## config.mk

```make
export PLATFORM = sky130hd
export DESIGN_NAME = sysid_reader
export DESIGN_NICKNAME = d
export VERILOG_FILES = /design/src/rtl/sysid_reader.sv
export SDC_FILE = /design/constraint.sdc
export NUM_CORES = 1
export LEC_CHECK = 0
export BUFFER_PORTS_ARGS = -buffer_cell sky130_fd_sc_hd__buf_2
export CORE_AREA = 2 2 120 122
export DETAILED_ROUTE_END_ITERATION = 10
export DIE_AREA = 0 0 122 124
export PLACE_DENSITY = 0.6
export SETUP_SLACK_MARGIN = 0.15
export SLEW_MARGIN = 20
export SYNTH_ARGS = -nofsm -noshare
export SYNTH_HDL_FRONTEND = slang
export SYNTH_SLANG_ARGS = --single-unit
```

## constraint.sdc

```tcl
create_clock -name clock -period 2.6 [get_ports clock]
set_input_delay 0 -clock clock [delete_from_list [all_inputs] [get_ports clock]]
set_output_delay 0 -clock clock [all_outputs]
set_load 0.01 [all_outputs]
```

## src/rtl/sysid_reader.sv

```systemverilog
// Avalon-MM read master that fetches the system-ID and timestamp words and
// reports whether they match the build-time expected values.
`timescale 1ns/1ps
module sysid_reader #(
    parameter logic [31:0] EXPECTED_ID = 32'd0,
    parameter logic [31:0] EXPECTED_TS = 32'd1637742172,
    parameter logic [15:0] TIMEOUT_CYC = 16'd255,
    parameter bit          AUTO_START  = 1'b1
) (
    input  logic        clock,
    input  logic        reset,
    input  logic        start,
    output logic        avm_address,
    output logic        avm_read,
    input  logic        avm_waitrequest,
    input  logic [31:0] avm_readdata,
    input  logic        avm_readdatavalid,
    output logic [31:0] id_value,
    output logic [31:0] ts_value,
    output logic        busy,
    output logic        done,
    output logic        id_ok,
    output logic        ts_ok,
    output logic        timeout
);

    typedef enum logic [2:0] {
        S_IDLE,
        S_ID_CMD,
        S_ID_WAIT,
        S_TS_CMD,
        S_TS_WAIT,
        S_DONE
    } state_t;

    state_t      state;
    state_t      state_nxt;
    logic        auto_pend;
    logic [15:0] tmo_cnt;

    logic        in_cmd;
    logic        in_wait;
    logic        in_id;
    logic        in_ts;
    logic        accepted;
    logic        resp;
    logic        expired;
    logic        launch;
    logic        cmd_entry;

    function automatic logic word_match(input logic [31:0] a, input logic [31:0] b);
        return a == b;
    endfunction

    // A response is only meaningful once our command has been accepted,
    // which filters out stale data left over from an aborted check.
    always_comb begin
        in_cmd    = (state == S_ID_CMD) || (state == S_TS_CMD);
        in_wait   = (state == S_ID_WAIT) || (state == S_TS_WAIT);
        in_id     = (state == S_ID_CMD) || (state == S_ID_WAIT);
        in_ts     = (state == S_TS_CMD) || (state == S_TS_WAIT);
        accepted  = in_cmd && !avm_waitrequest;
        resp      = (accepted || in_wait) && avm_readdatavalid;
        expired   = (in_cmd || in_wait) && !resp
                    && (tmo_cnt == (TIMEOUT_CYC - 16'd1));
        launch    = ((state == S_IDLE) || (state == S_DONE)) && (start || auto_pend);
        cmd_entry = launch || (in_id && resp);
    end

    always_ff @(posedge clock or posedge reset) begin
        if (reset) begin
            state <= S_IDLE;
        end else begin
            state <= state_nxt;
        end
    end

    always_comb begin
        state_nxt = state;
        unique case (state)
            S_IDLE, S_DONE: begin
                if (launch) state_nxt = S_ID_CMD;
            end
            S_ID_CMD: begin
                if (resp)          state_nxt = S_TS_CMD;
                else if (expired)  state_nxt = S_DONE;
                else if (accepted) state_nxt = S_ID_WAIT;
            end
            S_ID_WAIT: begin
                if (resp)          state_nxt = S_TS_CMD;
                else if (expired)  state_nxt = S_DONE;
            end
            S_TS_CMD: begin
                if (resp || expired) state_nxt = S_DONE;
                else if (accepted)   state_nxt = S_TS_WAIT;
            end
            S_TS_WAIT: begin
                if (resp || expired) state_nxt = S_DONE;
            end
            default: state_nxt = S_IDLE;
        endcase
    end

    // Bus strobes decode straight from the state so reset drops them at once.
    always_comb begin
        avm_read    = in_cmd;
        avm_address = in_ts;
        busy        = in_cmd || in_wait;
        done        = (state == S_DONE);
    end

    always_ff @(posedge clock or posedge reset) begin
        if (reset) begin
            auto_pend <= AUTO_START;
        end else if (launch) begin
            auto_pend <= 1'b0;
        end
    end

    // Per-read budget covering both the command and the response phase.
    always_ff @(posedge clock or posedge reset) begin
        if (reset) begin
            tmo_cnt <= 16'd0;
        end else if (cmd_entry) begin
            tmo_cnt <= 16'd0;
        end else if (in_cmd || in_wait) begin
            tmo_cnt <= tmo_cnt + 16'd1;
        end
    end

    always_ff @(posedge clock or posedge reset) begin
        if (reset) begin
            id_value <= 32'd0;
            ts_value <= 32'd0;
            id_ok    <= 1'b0;
            ts_ok    <= 1'b0;
            timeout  <= 1'b0;
        end else if (launch) begin
            id_value <= 32'd0;
            ts_value <= 32'd0;
            id_ok    <= 1'b0;
            ts_ok    <= 1'b0;
            timeout  <= 1'b0;
        end else begin
            if (resp && in_id) begin
                id_value <= avm_readdata;
                id_ok    <= word_match(avm_readdata, EXPECTED_ID);
            end
            if (resp && in_ts) begin
                ts_value <= avm_readdata;
                ts_ok    <= word_match(avm_readdata, EXPECTED_TS);
            end
            if (expired) begin
                timeout <= 1'b1;
            end
        end
    end

endmodule

```

==> flow_metrics.tcl <==
set metrics [dict create \
    status "finished clean" \
    initial_utilization_pct 29.7 \
    ys.flop_type "dfrtp_1" \
    viasPerCell 4.78 \
    startpoint_type "flip-flop" \
    hpwlAfterDp_um 7610 \
    leakagePower_nw 2.52 \
    syn-instance-count 450 \
    worst-setup-path-type "reg -> reg" \
    finalMaxSlewViolations 0 \
    grt_overflow 0 \
    grt_pass1_vias 3624 \
    area_growth_pct 31.2 \
    grt_max_degree 68 \
    coreArea_um2 13700 \
    layout_commonest_cell "nand2_1" \
    ir_drop_mv 0.514 \
    period_share_pct 82.5 \
    fill_cells 1400 \
    nets 619 \
    cts_tree "built" \
    min-delay-path-class "in -> reg" \
    grtUsageTotal_pct 15.5 \
    mappedNetlistArea_um2 4080 \
    port_buffers 107 \
    syn-num-nets 489 \
    yosysSeqAreaShare_pct 53.4 \
    root_buffer "clkbuf_16" \
    cts_buffer_depth 2 \
    first_pass_iters 4 \
    worst_ep_required_time_ns 2.84 \
    postCtsSetupBuffers 0 \
    synth_edf_count 0 \
    final_cell_mix "nand2_1 (141), buf_2 (107), dfrtp_1 (86)" \
    drtAntennaViolNets 0 \
    drive_gt1_share_pct 24.3 \
    syn_area_per_cell_um2 9.06 \
    maxCapViolCount 0 \
    synth_top_cell_by_area "dfrtp_1" \
    slew-limit-headroom_pct 52.4 \
    multiInputGateArea_um2 1720 \
    async_reset_ff_share_pct 100 \
    critPathMaxFanout 16 \
    h-tree-depth 3 \
    die_h_um 124 \
    drc 0 \
    wl_um 11400 \
    clk_latency_ns 0.34 \
    clock_sinks 87 \
    gp_congestion 0.831 \
    n_antenna_cell 0 \
    vias 3654 \
    yosysWarningCount 0 \
    rsz0062_at_grt "no" \
    io_pins 108 \
    ys_types 46 \
    numCtsBuffers 9 \
    finalSetupTns_ns 0 \
    grt_pass1_wl_um 18300 \
    row_count 43 \
    die_area_um2 15100 \
    worst_pin_slew_ns 0.713 \
    period_needed_ns 2.14 \
    ff_latch_area_um2 2180 \
    fmax_mhz 466 \
    arrival_ns 2.38 \
    netlist_top_cells_area "dfrtp_1 (53%), nand2_1 (13%), a21oi_1 (8.6%)" \
    die_w_um 122 \
    final.setup_skew_ns 0.00695 \
    synth_seq_cells 87 \
    antenna_found_initial 0 \
    avgRoutedWirePerCell_um 14.9 \
    hold_violations 0 \
    synth_top_area_share_pct 52.8 \
    cp-end-kind "flip-flop" \
    postLayoutCoreUtil_pct 39.0 \
    pwr_density_cell_nw_per_um2 1000 \
    drtIter0Drc 347 \
    clk_pin_slew_ns 0.07 \
    ctsResizeCount 0 \
    setup_viol 0 \
]
-- critical path, cell delays in order (launching register included) --
cell,delay [ns]
dfrtp_1,0.71
inv_1,0.22
nor2_1,0.29
nor4_4,0.07
nand2b_1,0.44
a211oi_1,0.31
-- per-stage QoR --
step	worst slack [ns]	area (um^2)	power (mW)	instances	hold WS, ns
CTS	0.465	5350	5.43	765	0.0287
detailed placement	0.495	4740	4.15	716	0.115
finish	0.455	5350	5.36	765	0.0439
global route	0.242	5350	5.76	765	0.0829
global placement	0.557	4740	4.07	716	0.0954
floorplan	0.351	4080	3.41	450	0.131
-- flip-flops by register name, indices dropped and copies added, names as in the netlist --
signal	flops
state	3
timeout	1
id_value	32
ts_value	32
tmo_cnt	16
id_ok	1
ts_ok	1
auto_pend	1
-- cell type report --
class	instances	area share [%]
clock inverter	7	1.03
tap	180	4.21
clock buffer	9	4.21
multi-input combinational	331	32.2
timing repair buffer	146	17.3
inverter	5	0.374
sequential	87	40.7
-- synth_stat cells (2+ instances only) --
cell        n
a211oi_1    2
a21oi_1    70
and2_1      2
and3_1      4
and4_1      2
buf_2      13
buf_4       7
buf_6       3
clkbuf_1    3
dfrtp_1    86
ha_1        2
inv_1       5
nand2_1   141
nand2b_1    3
nand3_1     8
nand4_1     8
nor2_1     27
nor2b_1     2
nor2b_4     3
nor3_1      7
nor4_1      9
o21ai_0     4
o22ai_1     2
or4_1       2
xnor2_1     7
xor2_1      8
-- logic make-up (layout without fill, tap and decap cells) --
| kind of cell | after synthesis | in the layout | synth area share (%) |
|---|---|---|---|
| fa+ha+maj | 2 | 2 | 0.614 |
| simple gates | 225 | 225 | 25.9 |
| compound gates | 89 | 89 | 12.2 |
| flops | 87 | 87 | 53.4 |
| xor+xnor | 15 | 15 | 3.22 |
| buf+inv | 32 | 167 | 4.57 |
-- final timing paths --
path	from	to	slack (ns)	depth (start not counted)
worst max-delay path	state[2]	tmo_cnt[1]	0.46	5
worst min-delay path	avm_readdatavalid	state[1]	0.04	3
worst max register to register	state[2]	tmo_cnt[1]	0.46	5
worst min register to register	auto_pend	auto_pend	0.48	1
max in group asynchronous	reset	auto_pend	1.58	4
min in group asynchronous	reset	ts_value[29]	0.28	3
-- report_power, final --
group          leakage, nW  switching (mW)  internal (mW)
registers             1.17           0.344           1.78
clock network        0.133           0.563          0.657
logic                 1.21            1.21          0.800
total                 2.52            2.12           3.24
-- per-layer routing --
metal | track usage [%] | vias up | routed length [um]
li1 | - | 1774 | -
met1 | 19.8 | 1752 | 5040
met2 | 25.8 | 110 | 5470
met3 | 4.03 | 18 | 707
met4 | 5.03 | 0 | 216
met5 | 0 | - | 0
-- what timing repair did --
action,in CTS,in global routing
hold buffers,33,0
hold endpoints to repair,100,0
setup endpoints to repair,0,0
Note: power is estimated with default switching activity, not from simulation.
